`src/rtl/control_cmd_watchdog_framed.sv`:
```
// Command-stream watchdog: assembles SIG_BYTES-byte frames, reloads a timeout on a
// signature match and drives a multi-cycle sys_reset pulse when the timeout expires.
//   state       | meaning
//   WD_DISARMED | idle, waiting for the first valid kick
//   WD_RUNNING  | counting down towards expiry
//   WD_FIRING   | sys_reset pulse in progress, kicks ignored
module control_cmd_watchdog_framed #(
  parameter int                     SIG_BYTES         = 4,
  parameter logic [8*SIG_BYTES-1:0] SIG_PATTERN       = 32'h5A5A_A5A5,
  parameter int                     TIMEOUT_TICKS     = 1_000_000,
  parameter int                     WARN_TICKS        = 1000,
  parameter int                     RESET_PULSE_TICKS = 16,
  parameter bit                     ARM_ON_FIRST_KICK = 1'b1
) (
  input  logic       clk,
  input  logic       reset,
  input  logic [7:0] data_in,
  input  logic       enable,
  input  logic       abort,
  output logic       sys_reset,
  output logic       done,
  output logic       match,
  output logic       armed,
  output logic       warn,
  output logic [7:0] bad_count
);

  localparam int FW = 8 * SIG_BYTES;
  localparam int CW = $clog2(TIMEOUT_TICKS + 1);
  localparam int PW = $clog2(RESET_PULSE_TICKS + 1);
  localparam int IW = (SIG_BYTES > 1) ? $clog2(SIG_BYTES) : 1;

  localparam logic [CW-1:0] TIMEOUT_C  = CW'(TIMEOUT_TICKS);
  localparam logic [CW-1:0] WARN_C     = CW'(WARN_TICKS);
  localparam logic [PW-1:0] PULSE_C    = PW'(RESET_PULSE_TICKS);
  localparam logic [IW-1:0] IDX_LAST   = IW'(SIG_BYTES - 1);

  typedef enum logic [1:0] {WD_DISARMED, WD_RUNNING, WD_FIRING} wd_state_t;

  localparam wd_state_t WD_START = ARM_ON_FIRST_KICK ? WD_DISARMED : WD_RUNNING;

  logic [FW-1:0] shreg;
  logic [FW-1:0] shreg_shift;
  logic [IW-1:0] idx;

  wd_state_t     state, state_nx;
  logic [CW-1:0] cnt, cnt_nx;
  logic [PW-1:0] pcnt, pcnt_nx;

  // shift form keeps the single-byte frame case legal
  assign shreg_shift = (shreg << 8) | FW'(data_in);

  always_ff @(posedge clk or posedge reset) begin
    if (reset) begin
      shreg     <= '0;
      idx       <= '0;
      done      <= 1'b0;
      match     <= 1'b0;
      bad_count <= '0;
    end else begin
      done  <= 1'b0;
      match <= 1'b0;
      if (abort) begin
        shreg <= '0;
        idx   <= '0;
      end else if (enable) begin
        shreg <= shreg_shift;
        if (idx == IDX_LAST) begin
          idx   <= '0;
          done  <= 1'b1;
          match <= (shreg_shift == SIG_PATTERN);
          if ((shreg_shift != SIG_PATTERN) && (bad_count != 8'hFF))
            bad_count <= bad_count + 8'd1;
        end else begin
          idx <= idx + IW'(1);
        end
      end
    end
  end

  // the registered match pulse is the kick
  always_comb begin
    state_nx = state;
    cnt_nx   = cnt;
    pcnt_nx  = pcnt;
    case (state)
      WD_DISARMED: begin
        cnt_nx = TIMEOUT_C;
        if (match) state_nx = WD_RUNNING;
      end
      WD_RUNNING: begin
        if (match) begin
          cnt_nx = TIMEOUT_C;
        end else if (cnt == '0) begin
          state_nx = WD_FIRING;
          pcnt_nx  = PULSE_C;
        end else begin
          cnt_nx = cnt - CW'(1);
        end
      end
      WD_FIRING: begin
        if (pcnt == PW'(1)) begin
          pcnt_nx  = '0;
          cnt_nx   = TIMEOUT_C;
          state_nx = WD_START;
        end else begin
          pcnt_nx = pcnt - PW'(1);
        end
      end
      default: begin
        state_nx = WD_START;
        cnt_nx   = TIMEOUT_C;
        pcnt_nx  = '0;
      end
    endcase
  end

  // outputs registered from next-state so they match state/counter in the same cycle
  always_ff @(posedge clk or posedge reset) begin
    if (reset) begin
      state     <= WD_START;
      cnt       <= TIMEOUT_C;
      pcnt      <= '0;
      sys_reset <= 1'b0;
      armed     <= 1'b0;
      warn      <= 1'b0;
    end else begin
      state     <= state_nx;
      cnt       <= cnt_nx;
      pcnt      <= pcnt_nx;
      sys_reset <= (state_nx == WD_FIRING);
      armed     <= (state_nx == WD_RUNNING);
      warn      <= (state_nx == WD_RUNNING) && (cnt_nx <= WARN_C);
    end
  end

endmodule

```
`config.mk`:
```
export PLATFORM = sky130hd
export DESIGN_NAME = control_cmd_watchdog_framed
export DESIGN_NICKNAME = d
export VERILOG_FILES = /design/src/rtl/control_cmd_watchdog_framed.sv
export SDC_FILE = /design/constraint.sdc
export NUM_CORES = 1
export LEC_CHECK = 0
export ABC_AREA = 1
export BUFFER_PORTS_ARGS = -buffer_cell sky130_fd_sc_hd__buf_2
export CAP_MARGIN = 5
export CORE_ASPECT_RATIO = 1.4
export CORE_MARGIN = 2
export CORE_UTILIZATION = 40
export DETAILED_ROUTE_END_ITERATION = 10
export SYNTH_ARGS = -nofsm -noshare
export SYNTH_HDL_FRONTEND = slang
export SYNTH_SLANG_ARGS = --single-unit
```
`constraint.sdc`:
```
create_clock -name clk -period 2.4 [get_ports clk]
set_clock_uncertainty 0.15 [all_clocks]
set_input_delay 0.24 -clock clk [delete_from_list [all_inputs] [get_ports clk]]
set_output_delay 0.24 -clock clk [all_outputs]
set_load 0.02 [all_outputs]
```
# Yosys cells after proc, flatten, opt, wreduce, memory -nomap -nowiden
# Cells that the tools add are included.
dict set report word_totals {
  reg_bits 66
  in_bits 12
  output_inout_bits 13
  word_cells 61
}
dict set report op_classes {
  add_sub_neg 4
  order_cmp 1
  n_eq_ne 11
  mux 24
  bitwise_logic 3
  reduce_logical 7
}
# op count
set op_table {}
lappend op_table {{$mux W20} 3}
lappend op_table {{$mux W24} 2}
lappend op_table {{$pmux W20 S2} 1}
lappend op_table {{$eq A32 B31 Y1 const B} 1}
lappend op_table {{$ne A32 B31 Y1 const B} 1}
lappend op_table {{$or A32 B8 Y32} 1}
lappend op_table {{$le A20 B10 Y1 const B} 1}
lappend op_table {{$logic_not A20 Y1} 1}
lappend op_table {{$sub A20 B1 Y20 const B} 1}
lappend op_table {{$mux W5} 3}
lappend op_table {{$pmux W5 S3} 1}
lappend op_table {{$mux W2} 7}
lappend op_table {{$add A8 B1 Y8 const B} 1}
lappend op_table {{$ne A8 B8 Y1 const B} 1}
lappend op_table {{$eq A2 B2 Y1 const B} 3}
lappend op_table {{$mux W1} 6}
lappend op_table {{$pmux W2 S3} 1}
lappend op_table {{$eq A5 B1 Y1 const B} 1}
lappend op_table {{$sub A5 B1 Y5 const B} 1}
lappend op_table {{$eq A2 B1 Y1 const B} 2}
lappend op_table {{$ne A2 B2 Y1 const B} 2}
lappend op_table {{$reduce_and A4 Y1} 1}
lappend op_table {{$reduce_and A3 Y1} 1}
lappend op_table {{$add A2 B1 Y2 const B} 1}
lappend op_table {{4 further kinds} 6}

# Longest topological paths before layout
# Gate-level depths: netlist of the first run.
dict set report logic_depth {
  depth_word 6
  mapped_depth 17
  ltp_nobuf 17
}

# Least setup slack after synthesis of the first run
# No wires, ideal clock.
dict set report synth_path {
  kind {flip-flop to flip-flop}
  from {register state[1]}
  to {register warn}
  setup_ns 0.114
  t_arrival_ns 1.762
  t_required_ns 2.136
  setup_slack_ns 0.373
  stages_incl_launch_ff 13
  path_buffers 1
  period_less_slack_ns 2.027
  cell_sequence {dfrtp_1 > inv_1 > ha_1 > inv_2 > buf_2 > nor2_1 > inv_1 > nor2_1 > nor2_1 > nand2_1 > nor2_1 > nand3_1 > nor2_1}
}
dict set report synth_via {
  elab_chain_cells 5
  word_cells_on_any_way 12
  cone_classes {order compare: 1; eq/ne: 3; mux: 6; reduce/logical: 2}
}
# element line
set synth_rtl {}
lappend synth_rtl {{start, declared} 46} ;# wd_state_t state, state_nx;
lappend synth_rtl {{start signal, assigned} 128} ;# state <= state_nx;
lappend synth_rtl {{branches (longest 4 deep; another with $le A20 B10 Y1)} n/a}
lappend synth_rtl {{$logic_and A1 B1 Y1 (*)} 133} ;# warn <= (state_nx == WD_RUNNING) && (cnt_nx <= WARN_C);
lappend synth_rtl {{end signal, assigned} 133}
lappend synth_rtl {{end, declared} 24} ;# output logic warn,
# Every way passes the cells marked *.
# A chain may end at the register's enable or synchronous reset.

# Worst setup path in the final report of the first run
# Ends and elaborated chain as after synthesis.

==> summary.md, run 1 <==
| Metric | Value |
|---|---|
| Setup violations, final | `0` |
| Clk buf depth | `2` |
| I/O Buffers | `24` |
| Sum of negative setup slack | `0 ps` |
| Diode count | `0` |
| P&R area growth vs syn | `18.3%` |
| Relative slew margins | `between 50% and 60%` |
| Total CTS buffers | `9` |
| Critical path required time | `2510 ps` |
| Placement Rows | `41` |
| Final std cells w/o fill | `around 650` |
| Pin count of the biggest net entering global routing | `44` |
| Fmax | `458 MHz` |
| Detailed Route Iter0 Violations | `132` |
| GRT overflow | `0` |
| CTS root buf | `clkbuf_16` |
| Clk slew on worst S/H paths | `around 50 ps` |
| Post-Route WL | `9150 µm` |
| Synth Area in Adders | `3.34%` |
| Core ar. | `9080 µm²` |
| Power Total | `roughly 2.6 mW` |
| Remaining DRCs | `0` |
| CTS tree | `yes` |
| Min cycle time layout | `2180 ps` |
| Final hold viol count | `0` |
| CP Launch Type | `flip-flop` |
| Xor and xnor area share after synthesis | `2.81%` |
| Most frequent cells in the layout | `nand2_1, inv_1, dfrtp_1, nor2_1, nand3_1` |
| Placed cells | `~630` |
| Period Utilization, post-route | `90.9%` |
| Cells after synthesis | `491` |
| Syn_area_per_cell | `7.63 µm²` |
| Max-Cap Viols | `0` |
| Synth Area in Simple Gates | `30.6%` |
| Critical path start-end classification | `flip-flop to flip-flop` |
| Synth Area in Compound Gates | `8.78%` |
| YS warnings | `0` |
| Clk Latency, worst-skew pair | `330 ps` |
| Place WS | `108 ps` |
| Slew @ Worst Pin | `672 ps` |
| TritonRoute pass-1 iters | `4` |
| Vias per cell | `5.06` |
| GRT Total Usage | `19.7%` |
| Async SR Flop Fraction | `100%` |
| Fin util | `48.8%` |
| Die area | `10,200 µm²` |
| Max Fanout on Critical Path | `9` |
| Fillers | `905` |
| HP Class | `input port to flip-flop` |
| Vias in the first global route | `3,357` |
| Post-layout nets | `558` |
| Htree depth | `3` |
| Detail Route Antenna Nets | `0` |
| Setup bufs post-CTS | `0` |
| Die height | `119 µm` |
| Most common cell after layout, fill and taps aside | `nand2_1` |
| Seq cells post-synth | `66` |
| Largest family of logic cells by synthesized area | `simple AND/OR/NAND/NOR gates` |
| Layout cells sized above 1 | `16.3%` |
| I/O pin count | `25` |
| DIE WIDTH | `85.8 µm` |
| Clock sink total | `66` |
| CP Capture Type | `flip-flop` |
| Status | `completed` |
| PnR worst setup slack | `217 ps` |
| Max-slew violation count | `0` |
| Sequential share of the synthesized area | `approximately 44%` |
| Number of antenna violations at the first check in global routing | `0` |
| Vias after detailed routing | `~3,300` |
| Peak supply drop | `0.390 mV` |
| Final Wtd Congestion | `0.866` |
| Ys flop type | `dfrtp_1` |
| First-pass GRT wire length | `15,700 µm` |
| Post-DP HPWL | `a little under 7000 µm` |
| Syn Nets | `between 500 and 600` |
| Starting density of the core | `41.3%` |
| Pwr per Cell Area | `about 590 nW/µm²` |
| RSZ-0062 raised after global routing | `false` |
| Crit path DAT | `2300 ps` |
| Post-synth cell types | `32` |
| Number of flops mapped to enable cells by yosys | `0` |
| Synthesized cell area | `3750 µm²` |
| P_leak | `approximately 2.2 nW` |
| Post-synthesis mux area share | `0%` |
| Drt wl/cell | `14.1 µm` |
-- sequential cells by signal (all words and copies together), names as in the netlist --
register   count
done           1
pcnt           5
match          1
armed          1
bad_count      8
shreg         24
idx            2
state          2
sys_reset      1
cnt           20
warn           1
-- power by group --
part / leakage, nW / internal [mW] / switching (mW)
clock network: 0.143 / 0.832 / 0.485
registers: 0.884 / 1.14 / 0.0188
logic: 1.21 / 0.0501 / 0.0969
-- kinds of logic (layout without fill, tap and decap cells) --
group                    count (synthesis)  after routing
AO/OA/AOI/OAI                           56             56
XOR/XNOR                                12             12
adder cells (fa/ha/maj)                 10             10
buffers and inverters                   99            149
flip-flops                              66             66
AND/OR/NAND/NOR                        248            248
-- path summary, 6_finish.rpt --
check	to	startpoint	depth (start not counted)	slack [ps]
min in group asynchronous	sys_reset	reset	3	350
worst min-delay path	shreg[6]	data_in[6]	3	30
max in group asynchronous	shreg[20]	reset	4	1130
worst min register to register	pcnt[1]	pcnt[1]	2	330
worst max-delay path	warn	state[1]	14	220
worst max register to register	warn	state[1]	14	220
-- worst max-delay path, stage by stage, from the launching register on --
cell,delay [ps]
dfrtp_1,400
inv_1,100
ha_1,200
inv_1,160
nor2_4,40
buf_4,180
nand4_1,180
nand2_1,90
a21oi_2,150
nand3_1,90
nand2_1,70
nand2_1,50
nand2_1,110
inv_1,50
nor2_1,90
-- repair_timing --
item	CTS	global route
endpoints found under the hold margin	20	0
gates resized for setup	0	5
hold buffers	5	0
endpoints found under the setup margin	0	3
-- cell usage after synthesis (6+ instances only) --
cell type	instances	area share (%)
nor2_1	56	5.6
nand2_1	106	11
o22ai_1	19	3.2
inv_1	89	8.9
dfrtp_1	59	39
o21ai_0	18	2.4
nor2_2	6	1.0
dfstp_2	7	4.9
a21oi_1	11	1.5
xor2_1	7	1.6
nor2_4	6	1.8
nand4_1	20	3.3
nand3_1	37	4.9
ha_1	10	3.3
-- metrics by stage --
stage | cell area [µm²] | hold WS, ps
2_1_floorplan | 3750 | 211
3_3_place_gp | 4070 | 183
3_5_place_dp | 4070 | 177
4_1_cts | 4420 | 15.5
5_1_grt | 4430 | 44.2
6_report | 4430 | 26.1
-- layer usage --
layer	track usage [%]	up-vias	wire, µm
li1	-	1661	-
met1	22.4	1544	3820
met2	35.4	59	4820
met3	3.42	13	313
met4	8.73	0	194
met5	0	-	0
-- layout make-up --
type                       instances  area, µm²  area share, %
clock buffer                      12        246           5.56
clock inverter                     4       51.3           1.16
inverter                          92        348           7.85
multi-input combinational        326       1720           38.8
sequential                        66       1660           37.5
tap                              107        134           3.02
timing repair buffer              41        273           6.15
No activity file was read; power rests on OpenSTA's default activity.
==> run 2, diff against run 1 <==
--- a/config.mk
+++ b/config.mk
@@ -8,10 +8,12 @@
 export ABC_AREA = 1
 export BUFFER_PORTS_ARGS = -buffer_cell sky130_fd_sc_hd__buf_2
 export CAP_MARGIN = 5
-export CORE_ASPECT_RATIO = 1.4
+export CORE_ASPECT_RATIO = 1.2
 export CORE_MARGIN = 2
 export CORE_UTILIZATION = 40
+export CTS_BUF_LIST = sky130_fd_sc_hd__clkbuf_16
 export DETAILED_ROUTE_END_ITERATION = 10
+export SLEW_MARGIN = 40
 export SYNTH_ARGS = -nofsm -noshare
 export SYNTH_HDL_FRONTEND = slang
 export SYNTH_SLANG_ARGS = --single-unit
==> summary.md, run 2 (same netlist as run 1, synthesis figures left out) <==
| Metric | Value |
|---|---|
| Fin util | `49.2% (was 48.8%)` |
| Crit path DAT | `2290 ps (was 2300 ps)` |
| Clk buf depth | `2 (unchanged)` |
| P_leak | `2.24 nW (about the same)` |
| Flop-to-flop setup slack | `220 ps (about the same)` |
| Most frequent cells in the layout | `nand2_1, inv_1, dfrtp_1, nor2_1, nand3_1 (unchanged)` |
| Pwr per Cell Area | `585 nW/µm² (was 593 nW/µm²)` |
| Number of antenna violations at the first check in global routing | `0 (unchanged)` |
| Peak supply drop | `0.421 mV (was 0.390 mV)` |
| HP Class | `input port to flip-flop (unchanged)` |
| I/O pin count | `25 (unchanged)` |
| Largest regs | `shreg x24, cnt x20, bad_count x8 (unchanged)` |
| FF/Latch Area | `1660 µm² (unchanged)` |
| Layout cells sized above 1 | `16.5% (was 16.3%)` |
| DIE WIDTH | `92.3 µm (was 85.8 µm)` |
| Max-slew violation count | `0 (unchanged)` |
| Die area | `10,200 µm² (about the same)` |
| Setup violations, final | `0 (unchanged)` |
| Most common cell after layout, fill and taps aside | `nand2_1 (unchanged)` |
| Clk slew on worst S/H paths | `60 ps (was 50 ps)` |
| Core ar. | `9080 µm² (about the same)` |
| Total CTS buffers | `9 (unchanged)` |
| First-pass GRT wire length | `15,700 µm (about the same)` |
| Min cycle time layout | `2180 ps (about the same)` |
| Final Wtd Congestion | `0.908 (was 0.866)` |
| Placement Rows | `38 (was 41)` |
| Vias in the first global route | `3,388 (was 3,357)` |
| Fillers | `893 (was 905)` |
| Htree depth | `3 (unchanged)` |
| Die height | `110 µm (was 119 µm)` |
| Final hold viol count | `0 (unchanged)` |
| Vias per cell | `5.03 (was 5.06)` |
| Max Fanout on Critical Path | `6 (was 9)` |
| I/O Buffers | `24 (unchanged)` |
| Post-layout nets | `558 (unchanged)` |
| Starting density of the core | `41.3% (about the same)` |
| Largest Register | `shreg (unchanged)` |
| RSZ-0062 raised after global routing | `false (unchanged)` |
| Multi-input gate area | `1730 µm² (was 1720 µm²)` |
| Detailed Route Iter0 Violations | `136 (was 132)` |
| Drt wl/cell | `13.9 µm (was 14.1 µm)` |
| Critical path start-end classification | `flip-flop to flip-flop (unchanged)` |
| Diode count | `0 (unchanged)` |
| P&R area growth vs syn | `19.2% (was 18.3%)` |
| Period Utilization, post-route | `90.7% (was 90.9%)` |
| Status | `completed (unchanged)` |
| CTS root buf | `clkbuf_16 (unchanged)` |
| Fmax | `459 MHz (was 458 MHz)` |
| CP Capture Type | `flip-flop (unchanged)` |
| Clock sink total | `66 (unchanged)` |
| TritonRoute pass-1 iters | `4 (unchanged)` |
| Remaining DRCs | `0 (unchanged)` |
| Hold slack | `13.9 ps (was 26.1 ps)` |
| GRT overflow | `0 (unchanged)` |
| Slew @ Worst Pin | `698 ps (was 672 ps)` |
| Post-DP HPWL | `6850 µm (was 6810 µm)` |
| Sum of negative setup slack | `0 ps (unchanged)` |
| Clk Latency, worst-skew pair | `340 ps (was 330 ps)` |
| Relative slew margins | `53.4% (was 55.1%)` |
| GRT Total Usage | `19.9% (was 19.7%)` |
| Max-Cap Viols | `0 (unchanged)` |
| Critical path required time | `2510 ps (about the same)` |
| Vias after detailed routing | `3,323 (was 3,277)` |
| CTS tree | `yes (unchanged)` |
| Post-Route WL | `9160 µm (was 9150 µm)` |
| CP Launch Type | `flip-flop (unchanged)` |
| Detail Route Antenna Nets | `0 (unchanged)` |
| Pin count of the biggest net entering global routing | `42 (was 44)` |
| Largest register FFs | `24 (unchanged)` |
[run 2: where the power goes]
group,switching [mW],internal [mW]
registers,0.0184,1.14
logic,0.0960,0.0486
clock network,0.508,0.800
[run 2: area by class of cell]
class / count / share of cell area [%]
Multi-Input combinational cell: 326 / 38.8
Clock inverter: 7 / 1.57
Inverter: 92 / 7.74
Timing Repair Buffer: 41 / 6.33
Clock buffer: 9 / 5.04
Sequential cell: 66 / 37.2
Tap cell: 120 / 3.36
[run 2: critical path, stage by stage, from the launching register on]
cell     delay (ps)
dfrtp_1         430
inv_2           140
ha_4            190
nand2_2          90
nor2_2          180
nand2_1         130
o21ai_1         160
nand2_1          70
a21oi_1         170
nand2_1          80
nor2_1          130
nand3_1         100
nor2_1          100
[run 2: through the flow]
step           cells  worst slack [ps]  cell area [µm²]  total power, mW
6_report         661               222             4460             2.61
3_3_place_gp     639               171             4080             1.32
2_1_floorplan    491               367             3750             1.27
3_5_place_dp     639              46.6             4080             1.32
4_1_cts          659              39.1             4410             2.63
5_1_grt          661              18.2             4460             2.71
[run 2: path summary, 6_finish.rpt]
check | end | from | cells after the start
min in group asynchronous | cnt[13] | reset | 3
hold / removal | shreg[6] | data_in[6] | 3
setup / recovery | warn | cnt[0] | 12
setup reg to reg | warn | cnt[0] | 12
hold reg to reg | idx[0] | idx[0] | 1
max in group asynchronous | cnt[6] | reset | 4
[run 2: what timing repair did]
item,in CTS,in global routing
buffers inserted,0,2
endpoints found under the hold margin,23,0
gates resized for setup,0,5
hold buffers,4,0
setup endpoints to repair,0,4
[run 2: routing by layer]
| metal | vias to the layer above | wire length [µm] | track usage, % |
|---|---|---|---|
| met5 | - | 0 | 0 |
| met3 | 25 | 454 | 2.99 |
| li1 | 1666 | - | - |
| met1 | 1542 | 3820 | 23.6 |
| met4 | 0 | 282 | 10.1 |
| met2 | 90 | 4600 | 35.1 |
==> run 3, diff against run 2 <==
--- a/config.mk
+++ b/config.mk
@@ -5,11 +5,9 @@
 export SDC_FILE = /design/constraint.sdc
 export NUM_CORES = 1
 export LEC_CHECK = 0
-export ABC_AREA = 1
 export BUFFER_PORTS_ARGS = -buffer_cell sky130_fd_sc_hd__buf_2
 export CAP_MARGIN = 5
 export CORE_ASPECT_RATIO = 1.2
-export CORE_MARGIN = 2
 export CORE_UTILIZATION = 40
 export CTS_BUF_LIST = sky130_fd_sc_hd__clkbuf_16
 export DETAILED_ROUTE_END_ITERATION = 10
==> summary.md, run 3 <==
| Metric | Value |
|---|---|
| WL met3 | `329 µm (was 454 µm)` |
| Pin count of the biggest net entering global routing | `39 (was 42)` |
| Syn Nets | `397 (was 513)` |
| Detailed Route Iter0 Violations | `199 (was 136)` |
| Cells on worst reg2reg path | `7 (was 12)` |
| Placed cells | `604 (was 639)` |
| GRT Total Usage | `21.6% (was 19.9%)` |
| Post-DP HPWL | `7100 µm (was 6850 µm)` |
| Most common cell after layout, fill and taps aside | `buf_4 (was nand2_1)` |
| Starting density of the core | `41.1% (was 41.3%)` |
| YS warnings | `0 (unchanged)` |
| Final hold viol count | `0 (unchanged)` |
| Vias after detailed routing | `3,440 (was 3,323)` |
| Die area | `9630 µm² (was 10,200 µm²)` |
| Largest regs | `shreg x24, cnt x20, bad_count x8 (unchanged)` |
| Place WS | `-444 ps (was 46.6 ps)` |
| Slew @ Worst Pin | `490 ps (was 698 ps)` |
| PnR worst setup slack | `-383 ps (was 222 ps)` |
| Post-synth cell types | `73 (was 32)` |
| Pwr per Cell Area | `466 nW/µm² (was 585 nW/µm²)` |
| Hold Crit Start | `data_in[2] (was data_in[6])` |
| Vias per cell | `5.38 (was 5.03)` |
| Final Wtd Congestion | `0.955 (was 0.908)` |
| Peak supply drop | `0.577 mV (was 0.421 mV)` |
| Status | `complete, but fails checks (was completed)` |
| Drt wl/cell | `15.6 µm (was 13.9 µm)` |
| Core ar. | `8990 µm² (was 9080 µm²)` |
| P_leak | `2.50 nW (was 2.24 nW)` |
| Metal-1 WL | `4140 µm (was 3820 µm)` |
| Flop-to-flop setup slack | `-380 ps (was 220 ps)` |
| Hold Crit Depth | `3 (unchanged)` |
| CTS tree | `yes (unchanged)` |
| Diode count | `0 (unchanged)` |
| Async SR Flop Fraction | `100% (unchanged)` |
| Total CTS buffers | `9 (unchanged)` |
| Min cycle time layout | `2780 ps (was 2180 ps)` |
| Clk buf depth | `2 (unchanged)` |
| Hold slack | `20.8 ps (was 13.9 ps)` |
| Synth top area cells | `dfrtp_1, mux2i_1, dfstp_2, nor2_1, o21ai_0 (was dfrtp_1, nand2_1, inv_1, nor2_1, nand3_1)` |
| Met2 wire len | `5090 µm (was 4600 µm)` |
| Synthesized cell area | `3700 µm² (was 3750 µm²)` |
| Setup violations, final | `6 (was 0)` |
| GRT overflow | `0 (unchanged)` |
| Hold endpoint | `shreg[2] (was shreg[6])` |
| CP Capture Type | `flip-flop (unchanged)` |
| I/O Buffers | `24 (unchanged)` |
| Clock sink total | `66 (unchanged)` |
| Fmax | `359 MHz (was 459 MHz)` |
| Htree depth | `3 (unchanged)` |
| Vias in the first global route | `3,530 (was 3,388)` |
| Remaining DRCs | `0 (unchanged)` |
| Top cell type's share of synthesized area | `39.9% (was 39.4%)` |
| TritonRoute pass-1 iters | `4 (unchanged)` |
| Detail Route Antenna Nets | `0 (unchanged)` |
| CTS root buf | `clkbuf_16 (unchanged)` |
| FF/Latch Area | `1660 µm² (about the same)` |
| DIE WIDTH | `89.8 µm (was 92.3 µm)` |
| Layout cells sized above 1 | `41.0% (was 16.5%)` |
| CP Launch Type | `flip-flop (unchanged)` |
| Die height | `107 µm (was 110 µm)` |
| Post-synth top cells | `dfrtp_1, nor2_1, nand2_1 (was nand2_1, inv_1, dfrtp_1)` |
| Sequential share of the synthesized area | `44.9% (was 44.3%)` |
| Syn_area_per_cell | `9.86 µm² (was 7.63 µm²)` |
| Top Layer Used | `met4 (unchanged)` |
| P&R area growth vs syn | `41.8% (was 19.2%)` |
| Crit path DAT | `2870 ps (was 2290 ps)` |
| Post-Route WL | `9940 µm (was 9160 µm)` |
| RSZ-0062 raised after global routing | `true (was false)` |
| Clk slew on worst S/H paths | `50 ps (was 60 ps)` |
| Max-Cap Viols | `0 (unchanged)` |
| Relative slew margins | `67.3% (was 53.4%)` |
| Critical path required time | `2490 ps (was 2510 ps)` |
| Fillers | `763 (was 893)` |
| Number of flops mapped to enable cells by yosys | `0 (unchanged)` |
| First-pass GRT wire length | `16,500 µm (was 15,700 µm)` |
| Final std cells w/o fill | `639 (was 661)` |
| Post-layout nets | `536 (was 558)` |
| Most numerous cell in the Yosys netlist | `dfrtp_1 (was nand2_1)` |
| Multi-input gate area | `2030 µm² (was 1730 µm²)` |
| Max Fanout on Critical Path | `4 (was 6)` |
| Failing checks | `negative setup slack` |
| Placement Rows | `38 (unchanged)` |
| Most frequent cells in the layout | `buf_4, dfrtp_1, nor2_1, nand2_1, mux2i_1 (was nand2_1, inv_1, dfrtp_1, nor2_1, nand3_1)` |
| Clk Latency, worst-skew pair | `330 ps (was 340 ps)` |
| Largest Register | `shreg (unchanged)` |
| Area leader, netlist | `dfrtp_1 (unchanged)` |
| Cells after synthesis | `375 (was 491)` |
| Reg2reg start | `cnt[4] (was cnt[0])` |
| Largest register FFs | `24 (unchanged)` |
| Number of antenna violations at the first check in global routing | `0 (unchanged)` |
| Critical R2R Capture | `warn (unchanged)` |
| Max-slew violation count | `0 (unchanged)` |
| Ys flop type | `dfrtp_1 (unchanged)` |
| I/O pin count | `25 (unchanged)` |
| HP Class | `input port to flip-flop (unchanged)` |
| Fin util | `58.3% (was 49.2%)` |
| Seq cells post-synth | `66 (unchanged)` |
| Sum of negative setup slack | `-912 ps (was 0 ps)` |
| Critical path start-end classification | `flip-flop to flip-flop (unchanged)` |
| Period Utilization, post-route | `116% (was 90.7%)` |
==> run 3: cell types whose count changed after synthesis, moves of 6 or more <==
cell      change
nor2_1        -7
nor2_2        -6
o21ai_0       +8
nand3_1      -26
mux2i_1      +26
nor4bb_1      +6
nand4_1      -13
nand2_1      -76
nor3_1        +6
xor2_1        -6
inv_1        -73
o22ai_1      -18
==> run 3: how the worst max path moves through the flow <==
stage                        from    to  slack [ps]  cells after the start
after floorplan            cnt[4]  warn        -310                      7
after global placement     cnt[0]  warn        -320                     10
after detailed placement  pcnt[1]  warn        -440                      9
after CTS                  cnt[3]  warn        -380                      7
after global routing      pcnt[1]  warn        -480                      9
final                      cnt[4]  warn        -380                      7
==> run 3: kinds of logic (layout without fill, tap and decap cells) <==
logic type	after synthesis	after routing	synth area share (%)
compound gates	79	79	14.2
fa+ha+maj	10	10	3.39
xor+xnor	7	7	1.66
mux	26	26	7.04
flops	66	66	44.9
buf+inv	33	177	4.47
simple gates	154	154	24.3
==> run 3: worst max-delay path, cell delays in order, from the launching register on <==
cell	delay, ps
dfrtp_1	370
or4_4	560
nor3_4	310
a31oi_1	120
a221o_1	290
a211o_1	230
or4_4	420
nor4b_2	240
==> run 3: area by class of cell <==
cell class,instances,area share [%]
clock buffers,9,4.30
clock inverters,7,0.740
inverters,16,1.15
multi-input cells,276,38.7
flip-flops and latches,66,31.7
well taps,120,2.86
repair buffers,145,20.5
==> run 3: routing by layer <==
metal / vias to the layer above / GRT usage (%)
met5: - / 0
met4: 0 / 12.4
met3: 34 / 3.32
met2: 87 / 38.0
met1: 1661 / 25.0
li1: 1658 / -
==> run 3: report_power, final <==
group          internal (mW)  leakage [nW]  switching [mW]  total (mW)
clock network          0.686         0.138           0.473        1.16
registers               1.14         0.881          0.0232        1.16
logic                 0.0494          1.48          0.0743       0.124
==> run 3: what timing repair did <==
action,CTS,global route
setup buffers,9,9
hold buffers,1,0
setup endpoints to repair,5,12
pin swaps,8,18
endpoints found under the hold margin,28,0
resized for setup,27,24
==> run 3: metrics by stage <==
step / total power, mW / area, µm²
2_1_floorplan: 1.26 / 3710
3_3_place_gp: 1.30 / 4660
3_5_place_dp: 1.31 / 4660
4_1_cts: 2.47 / 5080
5_1_grt: 2.53 / 5240
6_report: 2.45 / 5240
